`src/rtl/regfile_writeback.sv`:
```
// Register file writeback: round-robin ALU/load arbitration, load formatting, registered write port.
// Define WB_LOAD_EXT_EN for sub-word load formatting and load-format error checking.
module regfile_writeback #(
  parameter int XLEN   = 32,
  parameter int REG_AW = 5
) (
  input  logic              clk,
  input  logic              rst,
  input  logic              wb_stall,
  input  logic              alu_valid,
  output logic              alu_ready,
  input  logic [REG_AW-1:0] alu_rd,
  input  logic [XLEN-1:0]   alu_data,
  input  logic              ld_valid,
  output logic              ld_ready,
  input  logic [REG_AW-1:0] ld_rd,
  input  logic [2:0]        ld_funct3,
  input  logic [1:0]        ld_off,
  input  logic [XLEN-1:0]   ld_rdata,
  output logic              wrt_en,
  output logic [REG_AW-1:0] oprd,
  output logic [XLEN-1:0]   wrt_data,
  output logic              wb_err
);

  typedef struct packed {
    logic [REG_AW-1:0] rd;
    logic [XLEN-1:0]   data;
    logic              err;
  } wb_req_t;

  logic            run;
  logic            grant_alu;
  logic            grant_ld;
  logic            accept;
  logic            last_ld;
  logic [XLEN-1:0] ld_fmt;
  logic            ld_err;
  wb_req_t         req;

  // Ties go to whichever side was not granted last; reset favours load.
  assign run       = !rst && !wb_stall;
  assign grant_ld  = run && ld_valid
                   && (!alu_valid || !last_ld);
  assign grant_alu = run && alu_valid
                   && (!ld_valid || last_ld);
  assign accept    = grant_ld || grant_alu;

  assign alu_ready = grant_alu;
  assign ld_ready  = grant_ld;

`ifdef WB_LOAD_EXT_EN
  logic [7:0]  ld_byte;
  logic [15:0] ld_half;
  logic        err_q;

  always_comb begin
    ld_byte = ld_rdata[7:0];
    case (ld_off)
      2'd0: ld_byte = ld_rdata[7:0];
      2'd1: ld_byte = ld_rdata[15:8];
      2'd2: ld_byte = ld_rdata[23:16];
      2'd3: ld_byte = ld_rdata[31:24];
      default: ld_byte = ld_rdata[7:0];
    endcase
    ld_half = ld_off[1] ? ld_rdata[31:16]
                        : ld_rdata[15:0];
  end

  always_comb begin
    ld_fmt = ld_rdata;
    ld_err = 1'b0;
    case (ld_funct3)
      3'b000: ld_fmt = {{(XLEN-8){ld_byte[7]}}, ld_byte};
      3'b001: begin
        ld_fmt = {{(XLEN-16){ld_half[15]}}, ld_half};
        ld_err = ld_off[0];
      end
      3'b010: ld_err = |ld_off;
      3'b100: ld_fmt = {{(XLEN-8){1'b0}}, ld_byte};
      3'b101: begin
        ld_fmt = {{(XLEN-16){1'b0}}, ld_half};
        ld_err = ld_off[0];
      end
      default: ld_err = 1'b1;
    endcase
  end

  // Sticky until reset; any malformed accepted load counts, even to x0.
  always_ff @(posedge clk or posedge rst) begin
    if (rst) begin
      err_q <= 1'b0;
    end else if (grant_ld && ld_err) begin
      err_q <= 1'b1;
    end
  end

  assign wb_err = err_q;
`else
  logic unused_fmt;

  assign ld_fmt     = ld_rdata;
  assign ld_err     = 1'b0;
  assign wb_err     = 1'b0;
  assign unused_fmt = ^{ld_funct3, ld_off};
`endif

  always_comb begin
    req = '0;
    unique case (1'b1)
      grant_ld: begin
        req.rd   = ld_rd;
        req.data = ld_fmt;
        req.err  = ld_err;
      end
      grant_alu: begin
        req.rd   = alu_rd;
        req.data = alu_data;
        req.err  = 1'b0;
      end
      default: req = '0;
    endcase
  end

  always_ff @(posedge clk or posedge rst) begin
    if (rst) begin
      wrt_en   <= 1'b0;
      oprd     <= '0;
      wrt_data <= '0;
      last_ld  <= 1'b0;
    end else begin
      wrt_en <= accept && (req.rd != '0) && !req.err;
      if (accept) begin
        oprd     <= req.rd;
        wrt_data <= req.data;
        last_ld  <= grant_ld;
      end
    end
  end

endmodule

```
`config.mk`:
```
export PLATFORM = sky130hd
export DESIGN_NAME = regfile_writeback
export DESIGN_NICKNAME = d
export VERILOG_FILES = /design/src/rtl/regfile_writeback.sv
export SDC_FILE = /design/constraint.sdc
export NUM_CORES = 1
export LEC_CHECK = 0
export BUFFER_PORTS_ARGS = -buffer_cell sky130_fd_sc_hd__buf_2
export CORE_UTILIZATION = 41
export DETAILED_ROUTE_END_ITERATION = 8
export PLACE_DENSITY = 0.8
export SYNTH_ARGS = -nofsm -noshare
export SYNTH_HDL_FRONTEND = slang
export SYNTH_SLANG_ARGS = --single-unit
```
`constraint.sdc`:
```
create_clock -name clk -period 1.75 [get_ports clk]
set_input_delay 0.175 -clock clk [delete_from_list [all_inputs] [get_ports clk]]
set_output_delay 0.175 -clock clk [all_outputs]
set_load 0.02 [all_outputs]
```
==> out/summary.md, run 1 <==
The flow ran to the end, and the final reports show no timing, DRC or antenna violations. The tree is rooted in a sky130_fd_sc_hd__clkbuf_8. Setup repair after global routing left no endpoint under its margin. In this run the post-CTS setup repair buffer count came out at 0.

The mean routed wirelength per cell was 17.0 um. The logs give 0 ps for the final sum of negative setup slack and 0 for the post-route DRC violation count. In the synthesized netlist the dominant register cell turns out to be sky130_fd_sc_hd__dfrtp_1. After synthesis, the cell types taking the most area are sky130_fd_sc_hd__dfrtp_1 54%, sky130_fd_sc_hd__a221o_1 21%, sky130_fd_sc_hd__and3_1 13%, sky130_fd_sc_hd__buf_6 3.1%, sky130_fd_sc_hd__buf_2 1.9%.

The number of antenna diodes in the final layout is 0. Detailed routing inserted a total of 1763 vias. Between clock sinks in the finished design, the worst skew comes to 3.96 ps.

The die covers 4670 um2. The final number of max-transition violations is 0. In the finished design, the share of the clock period the worst path needs comes to 94.8%. For the number of hold violations in the final report, the log shows 0. The synthesized area per cell is 12.3 um2. The die is 68.4 um wide. The post-route netlist has 51.5% of its cells at a drive strength greater than 1. Among all stages on the critical path, the largest delay is contributed by sky130_fd_sc_hd__and3_4. Yosys mapped a number of flops with a built-in enable equal to 0. The worst register-to-register path has a setup slack of 260 ps. TritonCTS built the clock tree. When the netlist entered floorplanning its net count stood at 231.

The post-synthesis cell type count is 21, and the worst-case reg-to-reg path depth is 3. The run gives 125 as the number of top-level pins. The tools report the deepest clock path buffer count as 2.

The total of buffers placed on input and output ports works out to 118. The critical path in this run is classified as register to output pin. The power per unit of standard cell area was 1110 nW/um2.

The type of the worst min-delay path was primary input to async pin. The area added between synthesis and finish was 38.4%. The largest net degree at the start of global routing is 40.

The tools report the clock sink count as 39. Counting flops and latches in the post-synthesis netlist gives 39. Hold repair after CTS inserted 0 buffers. The number of placed instances, taps included, is 303. The fraction of the yosys area taken by sequential cells came out at 54.1%.

Timing would allow up to 0.603 GHz. In the final design database the tool counted 345 nets. The initial antenna violation count is 0. Routability-driven placement finished with a final weighted congestion of 0.754. Setup violations remaining at the end of the flow were counted as 0. Fraction of the mapped netlist area in compound gates: 21.8%. The peak per-stage delay on the critical path came out at 390 ps.

After synthesis, the largest family of logic cells by area is compound AO/OA/AOI/OAI gates. The worst voltage drop across the vdd grid is 0.453 mV, and the minimum hold slack is 39.2 ps. Of the total synthesized cell area, the portion taken by XOR and XNOR cells is 0%. For this configuration, the core starts out at a cell density of 43.9%.

Traced cell by cell, the critical path runs through nand2b_1 -> and3_4 -> buf_2. In this run the core area contains 23 standard-cell rows. The global routing usage summed across all routing layers was 20.7%. The register clock-pin slew on the reported worst setup and hold paths was 80 ps; the remaining antenna violation count was 0. The final critical delay including setup and external delays is 1660 ps.

The run gives 312 as the final cell count without fillers. In this run, CTS created clock tree buffers numbering 5. The portion of synthesized area spent on multiplexers is 0%. The cell type with the highest aggregate area in the netlist is sky130_fd_sc_hd__dfrtp_1. The first global-routing pass estimated 7.07 mm of wire. The most common cell in the synthesized netlist is sky130_fd_sc_hd__dfrtp_1.

The pre-antenna-repair detailed-routing pass consisted of 4 iterations. Static leakage power: 1.44 nW. The tools report the area of the core as 4120 um2.

Fraction of the mapped netlist area in simple logic gates: 17.0%. Summing the areas of all fa, ha and maj instances in the mapped netlist gives 0% of the synthesized area. Summed over its instances, the top area cell type makes up 54.1% of the synthesized netlist area. The worst register-to-register path begins at last_ld. Average via count per standard cell: 5.65. The routed design has 5.31 mm of wire. The cell area that synthesis handed to floorplanning was 1810 um2. The via count of the first global-routing pass came out at 1483.

The logs give 2 for the number of H-tree levels and 3.38 mm for the post-detailed-placement half-perimeter wirelength. From bottom edge to top edge, the die measures 68.4 um. For the worst setup path, the data required time is 1570 ps.

STA classifies the critical path startpoint as a register. The number of maximum-capacitance violations is 0, and the share of async-settable or async-resettable flops after synthesis is 100%. The later pin in the worst-skew pair is clocked with a latency of 290 ps. The Yosys step of the flow raised 0 warnings.

The worst register-to-register path ends at wrt_data[3]. Data arrives at the worst endpoint at 1480 ps. Of all nets on the critical path, the largest fanout is 20.

For the number of cells produced by synthesis, the log shows 147. STA classifies the critical path endpoint as an output pin. The number of DRC markers in iteration 0 came out at 154. Ranked by instance count, the synthesized netlist is headed by 39 x sky130_fd_sc_hd__dfrtp_1, 37 x sky130_fd_sc_hd__a221o_1, 37 x sky130_fd_sc_hd__and3_1.

Post-CTS repair changed the size of 0 cells. The total overflow left after global routing is 0.
## worst max-delay path by stage
stage                     cells past startpoint            to  slack (ps)     start
after global placement                        4     alu_ready         350  wb_stall
final                                         3     alu_ready          90   last_ld
after floorplan                               5  wrt_data[10]         410   last_ld
after CTS                                     3     alu_ready          40   last_ld
after global routing                          3     alu_ready          10   last_ld
after detailed placement                      4     alu_ready         350  wb_stall
## registers in the layout, indices dropped and copies added, names as in the netlist
signal	flops
wrt_data	32
oprd	5
last_ld	1
wrt_en	1
## report_power, final
part	leakage [nW]	total [mW]	switching (mW)	internal, mW
Sequential	0.484	1.17	0.0944	1.07
Combinational	0.896	0.819	0.472	0.347
Clock	0.0612	0.778	0.317	0.461
## metrics by stage
stage	power (mW)	area [um2]	worst slack (ps)	util, %
floorplan	1.69	1810	414	-
global placement	1.98	2370	351	57.7
detailed placement	2.00	2370	354	57.7
CTS	2.77	2490	38.2	60.5
global route	2.90	2500	12.2	60.7
finish	2.77	2500	91.0	60.7
## final cells by class
class,instances,area [um2]
Inverter,1,3.75
Sequential cell,39,976
Tap cell,50,62.6
Clock inverter,2,35.0
Clock buffer,6,82.6
Multi-Input combinational cell,92,718
Fill cell,352,1620
Timing Repair Buffer,122,621
## kinds of logic (layout without fill, tap and decap cells)
| kind of cell | after synthesis | count (layout) |
|---|---|---|
| DFF | 39 | 39 |
| other | 1 | 1 |
| buffers and inverters | 17 | 131 |
| and+or+nand+nor | 50 | 51 |
| AOI/OAI and AO/OA | 40 | 40 |
## cells in the final DEF (no fill, tap or decap)
master | Yosys | routed
sky130_fd_sc_hd__conb_1 | 1 | 1
sky130_fd_sc_hd__bufinv_16 | 0 | 1
sky130_fd_sc_hd__and3_2 | 0 | 1
sky130_fd_sc_hd__nand2b_1 | 1 | 1
sky130_fd_sc_hd__nor3_1 | 2 | 2
sky130_fd_sc_hd__a22o_1 | 1 | 1
sky130_fd_sc_hd__nor2_1 | 3 | 3
sky130_fd_sc_hd__a31oi_1 | 1 | 1
sky130_fd_sc_hd__and2_1 | 1 | 1
sky130_fd_sc_hd__buf_2 | 7 | 118
sky130_fd_sc_hd__a221o_1 | 37 | 37
sky130_fd_sc_hd__nand2_1 | 3 | 3
sky130_fd_sc_hd__o21ai_2 | 1 | 1
sky130_fd_sc_hd__clkinv_2 | 0 | 1
sky130_fd_sc_hd__inv_1 | 1 | 1
sky130_fd_sc_hd__nor3b_4 | 0 | 1
sky130_fd_sc_hd__buf_4 | 1 | 4
sky130_fd_sc_hd__and3_1 | 37 | 37
sky130_fd_sc_hd__dfrtp_1 | 39 | 39
sky130_fd_sc_hd__and3_4 | 1 | 1
sky130_fd_sc_hd__nor2_2 | 1 | 1
sky130_fd_sc_hd__clkbuf_8 | 0 | 6
## routing by layer
metal | wire, um | share of wire, % | track usage (%)
met3 | 378 | 7.1 | 6.17
met2 | 2580 | 49 | 33.5
met1 | 2220 | 42 | 25.0
met5 | 0 | 0 | 0
met4 | 131 | 2.5 | 10.2
## critical path, delay by kind of cell, from the launching register on
family	cells	cell delay, ps
simple gates	2	590
flops	1	380
buf+inv	1	220
Note: power is estimated with default switching activity, not from simulation.
==> run 2, diff against run 1 <==
--- a/config.mk
+++ b/config.mk
@@ -6,9 +6,9 @@
 export NUM_CORES = 1
 export LEC_CHECK = 0
 export BUFFER_PORTS_ARGS = -buffer_cell sky130_fd_sc_hd__buf_2
-export CORE_UTILIZATION = 41
+export CORE_UTILIZATION = 40
 export DETAILED_ROUTE_END_ITERATION = 8
-export PLACE_DENSITY = 0.8
+export PLACE_DENSITY = 0.78
 export SYNTH_ARGS = -nofsm -noshare
 export SYNTH_HDL_FRONTEND = slang
 export SYNTH_SLANG_ARGS = --single-unit
==> run 2 against run 1 <==
- sequential share of layout area increased by 0.30 points
- die area increased by 2.4%
- sequential cell count unchanged
- global-route usage increased by 0.93 points
- critical path type unchanged
- largest cell class unchanged
==> out/summary.md, run 2 (synthesis results as in run 1) <==
The flow ran to the end, and the final reports show no timing, DRC or antenna violations. The run gives 0 (unchanged) as the remaining antenna violation count. The tools report the global placer's final weighted congestion as 0.708 (was 0.754).

The first-pass GRT wire length was 8.22 mm (was 7.07 mm). Largest registers: wrt_data x32, oprd x5 (unchanged). Core utilization of the finished layout: 57.0% (was 60.7%).

The number of buffers added for setup after CTS came out at 0 (unchanged). The power per unit of standard cell area came out at 1030 nW/um2 (was 1110 nW/um2). The static leakage power was 1.43 nW (was 1.44 nW); the number of buffers inserted by hold repair at cts was 0 (unchanged). Die outline area: 4790 um2 (was 4670 um2).

For the sequential fraction of design power, the log shows 45.6% (was 42.3%). The run gives 0 (unchanged) as the global route total overflow. The final clock period utilization by the worst path is 92.8% (was 94.8%), and the register clock-pin slew on the reported worst setup and hold paths is 70 ps (was 80 ps). The area of the core is 4350 um2 (was 4120 um2). The tools report the number of gates given a new drive strength after cts as 0 (unchanged). Master of the slowest instance on the critical path: sky130_fd_sc_hd__dfrtp_1 (was sky130_fd_sc_hd__and3_4). The count of TritonRoute iterations in the first routing pass is 4 (unchanged).

The logs give 0 (unchanged) for the initial antenna violation count and 39 (unchanged) for the clock sink count. The layout cell share with drive strength beyond 1 came out at 51.1% (was 51.5%). The tools report the startpoint of the worst register-to-register path as last_ld (unchanged).

The critical path startpoint category was a register (unchanged). The final routed wirelength across all metal layers was 5.28 mm (was 5.31 mm); the final number of max-transition violations was 0 (unchanged). Sort of element at the end of the critical path: an output pin (unchanged). The register with the highest flop count is wrt_data (unchanged). The worst voltage drop across the vdd grid was 0.622 mV (was 0.453 mV); the internal power was 1.71 mW (was 1.88 mW).

The filler cell count in the final layout was 400 (was 352); the source-to-sink clock delay at the later pin of the worst-skew pair was 290 ps (about the same). The fmax is 0.616 GHz (was 0.603 GHz), and the endpoint arrival time on the critical path is 1450 ps (was 1480 ps). The power spent charging and discharging nets was 0.860 mW (was 0.883 mW). The total of buffers placed on input and output ports was 118 (unchanged).

The number of standard-cell rows in the floorplan was 24 (was 23). TritonCTS built the clock tree. The post-route clock skew was 4.41 ps (was 3.96 ps). Most frequent cells in the layout: 118 x sky130_fd_sc_hd__buf_2, 39 x sky130_fd_sc_hd__dfrtp_1, 37 x sky130_fd_sc_hd__and3_1, 37 x sky130_fd_sc_hd__a221o_1, 6 x sky130_fd_sc_hd__buf_4 (was 118 x sky130_fd_sc_hd__buf_2, 39 x sky130_fd_sc_hd__dfrtp_1, 37 x sky130_fd_sc_hd__and3_1, 37 x sky130_fd_sc_hd__a221o_1, 6 x sky130_fd_sc_hd__clkbuf_8). The number of H-tree levels was 2 (unchanged). The tools report the number of top-level pins as 125 (unchanged). For the deepest clock path buffer count, the log shows 2 (unchanged). Switching share of total power: 33.5% (was 31.9%). The peak per-stage delay on the critical path was 390 ps (about the same); the largest net degree at the start of global routing was 40 (unchanged). The cell type group with the largest total delay on the critical path is simple AND/OR/NAND/NOR gates (unchanged).

The run gives 22.4% (was 28.1%) as the relative contribution of the clock network to total power. For the number of hold violations in the final report, the log shows 0 (unchanged). The post-detailed-placement half-perimeter wirelength came out at 3.60 mm (was 3.38 mm). The required arrival time at the worst endpoint is 1570 ps (about the same), and the die outline height is 69.2 um (was 68.4 um).

Most common cell after layout, fill and taps aside: sky130_fd_sc_hd__buf_2 (unchanged). For the final sum of negative setup slack, the log shows 0 ps (unchanged). Global routing usage summed across all routing layers: 21.7% (was 20.7%). Setup repair after global routing left no endpoint under its margin. The startpoint-to-endpoint class of the critical path was register to output pin (unchanged). The post-route DRC violation count was 0 (unchanged); the number of buffers inserted during clock tree synthesis was 5 (unchanged). The tools report the count of vias placed by the detailed router as 1759 (was 1763).

The logs give 1708 (was 1483) for the via count of the first global-routing pass and 41.5% (was 43.9%) for the initial core utilization. The die width came out at 69.2 um (was 68.4 um). The buffer type at the clock tree root is sky130_fd_sc_hd__clkbuf_8 (unchanged). Net count of the finished layout: 347 (was 345). The share of power burned in combinational logic is 32.0% (was 29.6%), and the average via count per standard cell is 5.57 (was 5.65). The combined buffer and inverter count along the critical path is 1 (unchanged). The beginning of the critical path is last_ld (unchanged).

The number of maximum-capacitance violations is 0 (unchanged), and the final critical delay including setup and external delays is 1620 ps (was 1660 ps). The flip-flop count of the largest register, all copies and words added works out to 32 (unchanged). The antenna diode count came out at 0 (unchanged). The number of DRC markers in iteration 0 is 104 (was 154). Crit-path cells: nand2b_1 -> and3_4 -> buf_2 (unchanged). The area added between synthesis and finish came out at 37.4% (was 38.4%).

For the final number of setup-violating endpoints, the log shows 0 (unchanged). The highest net fanout along the worst path is 20 (unchanged), and the mean routed wirelength per cell is 16.7 um (was 17.0 um). The type of the worst min-delay path was primary input to async pin (unchanged).
## run 2: layout make-up
type                    instances  area, um2  area share (%)
flip-flops and latches         39        976            39.4
multi-input cells              92        718            29.0
repair buffers                124        636            25.6
clock buffers                   7       76.3            3.08
well taps                      52       65.1            2.62
clock inverters                 1       5.00           0.202
inverters                       1       3.75           0.151
## run 2: power groups by stage
stage,clock network (mW),logic [mW],registers (mW)
final,0.574,0.822,1.17
after global routing,0.632,0.880,1.19
after CTS,0.590,0.820,1.17
after detailed placement,0,0.822,1.18
after global placement,0,0.805,1.18
after floorplan,0,0.291,1.39
## run 2: worst min-delay path, stage by stage
cell and delay, ps:
sky130_fd_sc_hd__buf_2 130, sky130_fd_sc_hd__clkinv_1 40, sky130_fd_sc_hd__buf_4 420
## run 2: final timing paths
kind                            slack [ps]           end  depth (start not counted)
max in group asynchronous             1370  wrt_data[16]                          3
worst max-delay path                   130     alu_ready                          3
worst max register to register         310   wrt_data[3]                          3
worst min-delay path                    40       last_ld                          3
worst min register to register         510  wrt_data[12]                          1
min in group clk                       110  wrt_data[20]                          2
## run 2: per-layer routing
layer / track usage (%) / up-vias / wire (um)
met4: 7.71 / 0 / 118
met3: 5.96 / 11 / 298
li1: - / 825 / -
met2: 35.9 / 76 / 2680
met1: 27.1 / 847 / 2180
met5: 0 / - / 0
## run 2: per-stage QoR
step / hold slack [ps] / cell area (um2) / setup slack [ps] / std cells / total power [mW]
after floorplan: 271 / 1810 / 414 / 147 / 1.69
after global placement: 357 / 2390 / 359 / 307 / 1.98
after detailed placement: 363 / 2390 / 351 / 307 / 2.00
after CTS: 46.7 / 2470 / 37.3 / 315 / 2.58
after global routing: 81.9 / 2480 / 64.0 / 316 / 2.70
final: 36.7 / 2480 / 126 / 316 / 2.57
==> run 3, diff against run 2 <==
--- a/config.mk
+++ b/config.mk
@@ -5,10 +5,12 @@
 export SDC_FILE = /design/constraint.sdc
 export NUM_CORES = 1
 export LEC_CHECK = 0
-export BUFFER_PORTS_ARGS = -buffer_cell sky130_fd_sc_hd__buf_2
+export BUFFER_PORTS_ARGS = -buffer_cell sky130_fd_sc_hd__clkbuf_2
 export CORE_UTILIZATION = 40
 export DETAILED_ROUTE_END_ITERATION = 8
 export PLACE_DENSITY = 0.78
+export REMOVE_ABC_BUFFERS = 1
+export SKIP_LAST_GASP = 1
 export SYNTH_ARGS = -nofsm -noshare
 export SYNTH_HDL_FRONTEND = slang
 export SYNTH_SLANG_ARGS = --single-unit
==> run 3 against run 2 <==
- clock power is 16% higher
- die area stayed put
- largest power group unchanged
- worst setup slack improved by 37 ps
- sequential power about the same
- global-route usage down 0.45 points
- sequential share of layout area down 0.74 points
- critical endpoint unchanged
- sequential cell count unchanged
- clock skew grew 2.1 ps
- first-iteration DRC count down 5.8%
- non-clock buffer count up 3
==> out/summary.md, run 3 (synthesis results as in run 1) <==
The required arrival time at the worst endpoint is 1570 ps (about the same). The global placer's final weighted congestion is 0.886 (was 0.708). The highest net fanout along the worst path was 20 (unchanged); the global route total overflow was 0 (unchanged). The post-route DRC violation count is 0 (unchanged). The switching share of total power was 32.9% (was 33.5%). The master of the slowest instance on the critical path is sky130_fd_sc_hd__dfrtp_1 (unchanged).

The register clock-pin slew on the reported worst setup and hold paths was 80 ps (was 70 ps). The number of buffers inserted during clock tree synthesis is 5 (unchanged). The filler cell count in the final layout came out at 386 (was 400).

Die outline area: 4790 um2 (unchanged). The tools report the destination of the worst register-to-register timing path as wrt_data[17] (was wrt_data[3]). The final clock period utilization by the worst path was 90.7% (was 92.8%). The number of placed instances with taps included is 309 (was 307). The tools report the first-pass GRT wire length as 8.11 mm (was 8.22 mm). The beginning of the critical path is last_ld (unchanged). Die outline height: 69.2 um (unchanged). Most frequent cells in the layout: 118 x sky130_fd_sc_hd__clkbuf_2, 39 x sky130_fd_sc_hd__dfrtp_1, 37 x sky130_fd_sc_hd__and3_1, 37 x sky130_fd_sc_hd__a221o_1, 8 x sky130_fd_sc_hd__buf_4 (was 118 x sky130_fd_sc_hd__buf_2, 39 x sky130_fd_sc_hd__dfrtp_1, 37 x sky130_fd_sc_hd__and3_1, 37 x sky130_fd_sc_hd__a221o_1, 6 x sky130_fd_sc_hd__buf_4). The die width is 69.2 um (unchanged), and the final cell count without fillers is 319 (was 316). The mean routed wirelength per cell came out at 16.0 um (was 16.7 um). The type of the worst min-delay path was primary input to register (was primary input to async pin). Largest registers: wrt_data x32, oprd x5 (unchanged). The tools report the sort of element at the end of the critical path as an output pin (unchanged).

The total of buffers placed on input and output ports works out to 118 (unchanged). The buffer type at the clock tree root was sky130_fd_sc_hd__clkbuf_8 (unchanged). The final routed wirelength across all metal layers was 5.09 mm (was 5.28 mm). Startpoint-to-endpoint class of the critical path: register to output pin (unchanged).

For the antenna diode count, the log shows 0 (unchanged). Relative contribution of the clock network to total power: 25.0% (was 22.4%). The tools report the post-route clock skew as 6.47 ps (was 4.41 ps).

The initial core utilization was 41.5% (unchanged); the flip-flop count of the largest register, all copies and words added was 32 (unchanged). Number of gates given a new drive strength after cts: 0 (unchanged). The beginning of the worst hold path is alu_data[10]. The peak per-stage delay on the critical path came out at 390 ps (about the same). The sequential standard cell area was 976 um2 (unchanged); the initial antenna violation count was 0 (unchanged).

The minimum hold slack is 115 ps (was 36.7 ps), and the fmax is 0.630 GHz (was 0.616 GHz). The tools report the startpoint of the worst register-to-register path as last_ld (unchanged). The run gives 0 (unchanged) as the remaining antenna violation count. The deepest clock path buffer count is 2 (unchanged). The endpoint arrival time on the critical path was 1410 ps (was 1450 ps); the final critical delay including setup and external delays was 1590 ps (was 1620 ps). The worst voltage drop across the vdd grid is 0.584 mV (was 0.622 mV).

For the source-to-sink clock delay at the later pin of the worst-skew pair, the log shows 290 ps (about the same). Crit-path cells: nand2b_1 -> and3_4 -> clkbuf_2 (was nand2b_1 -> and3_4 -> buf_2). The power per unit of standard cell area is 1050 nW/um2 (was 1030 nW/um2), and the share of power burned in combinational logic is 30.9% (was 32.0%).

The final sum of negative setup slack is 0 ps (unchanged), and the worst-case reg-to-reg path depth is 3 (unchanged). The run gives 1.79 mW (was 1.71 mW) as the internal power. The final number of max-transition violations is 0 (unchanged), and the area of the core is 4350 um2 (unchanged). For the number of buffers added for setup after CTS, the log shows 0 (unchanged). The global routing usage summed across all routing layers is 21.2% (was 21.7%), and the largest net degree at the start of global routing is 40 (unchanged). The area added between synthesis and finish works out to 40.0% (was 37.4%). For the number of DRC markers in iteration 0, the log shows 98 (was 104).

Setup repair after global routing left no endpoint under its margin. The clock sink count came out at 39 (unchanged). Final number of setup-violating endpoints: 0 (unchanged). The run finished with clean final reports. The critical path startpoint category is a register (unchanged). Layout cell share with drive strength beyond 1: 52.1% (was 51.1%). The logs give 1737 (was 1759) for the count of vias placed by the detailed router and 1707 (was 1708) for the via count of the first global-routing pass.

TritonCTS built the clock tree. The tools report the number of H-tree levels as 2 (unchanged). The count of TritonRoute iterations in the first routing pass was 4 (unchanged); the number of hold violations in the final report was 0 (unchanged).

The average via count per standard cell is 5.45 (was 5.57), and the net count of the finished layout is 350 (was 347). The instance count along the most critical hold path works out to 2. The number of standard-cell rows in the floorplan is 24 (unchanged). The power spent charging and discharging nets came out at 0.874 mW (was 0.860 mW). The logs give 718 um2 (unchanged) for the footprint of the multi-input gates and 125 (unchanged) for the number of top-level pins. The register with the highest flop count is wrt_data (unchanged).

Terminating pin of the worst hold path: wrt_data[10]. The most common cell after layout, fill and taps aside was sky130_fd_sc_hd__clkbuf_2 (was sky130_fd_sc_hd__buf_2). The internal reg-to-reg setup slack came out at 330 ps (was 310 ps). The post-detailed-placement half-perimeter wirelength was 3.51 mm (was 3.60 mm).

The tools report the sequential fraction of design power as 44.1% (was 45.6%). The static leakage power was 1.47 nW (was 1.43 nW). The number of maximum-capacitance violations came out at 0 (unchanged).
## run 3: cell types whose count changed in the layout (fill, tap and decap cells not counted), moves of 2 or more
cell and delta:
sky130_fd_sc_hd__clkbuf_2 +118, sky130_fd_sc_hd__clkbuf_8 +2, sky130_fd_sc_hd__clkbuf_1 -2, sky130_fd_sc_hd__buf_2 -118, sky130_fd_sc_hd__buf_4 +2
## run 3: final cells by class
cell class,instances,share of cell area (%)
multi-input combinational,92,28.4
clock inverter,1,0.297
inverter,1,0.149
timing repair buffer,127,26.1
clock buffer,7,3.81
sequential,39,38.6
tap,52,2.57
## run 3: worst max path at each step
stage	to	slack [ps]	depth (start not counted)
after floorplan	wrt_en	190	3
after global placement	alu_ready	360	3
after detailed placement	alu_ready	340	3
after CTS	alu_ready	30	3
after global routing	alu_ready	60	3
final	alu_ready	160	3
## run 3: repair_timing
item,in CTS,in global routing
hold buffers,1,0
hold endpoints to repair,26,0
endpoints found under the setup margin,0,1
## run 3: routing by layer
metal  global-route usage, %  share of wire [%]  up-vias  routed length (um)
li1                        -                  -      826                   -
met1                    26.7                 43      829                2210
met2                    35.2                 50       74                2540
met3                    4.94                5.0        8                 253
met4                    8.62                1.8        0                  93
met5                       0                  0        -                   0
## run 3: worst max-delay path, delay by kind of cell, from the launching register on
kind / cells / cell delay, ps
buf+inv: 1 / 220
flops: 1 / 390
simple gates: 2 / 510
## run 3: power groups by stage
| stage | logic (mW) | clock network, mW | registers [mW] |
|---|---|---|---|
| after floorplan | 0.250 | 0 | 1.39 |
| after global placement | 0.810 | 0 | 1.18 |
| final | 0.822 | 0.665 | 1.17 |
| after CTS | 0.823 | 0.685 | 1.17 |
| after global routing | 0.883 | 0.725 | 1.20 |
| after detailed placement | 0.819 | 0 | 1.19 |
## run 3: stage by stage
stage          instance area, um2  total power [mW]  util [%]  worst slack (ps)
4_1_cts                      2520              2.68      57.9              28.6
5_1_grt                      2530              2.80      58.0              57.3
6_report                     2530              2.66      58.0               163
3_5_place_dp                 2410              2.01      55.3               342
2_1_floorplan                1680              1.64         -               192
3_3_place_gp                 2410              1.99      55.3               355
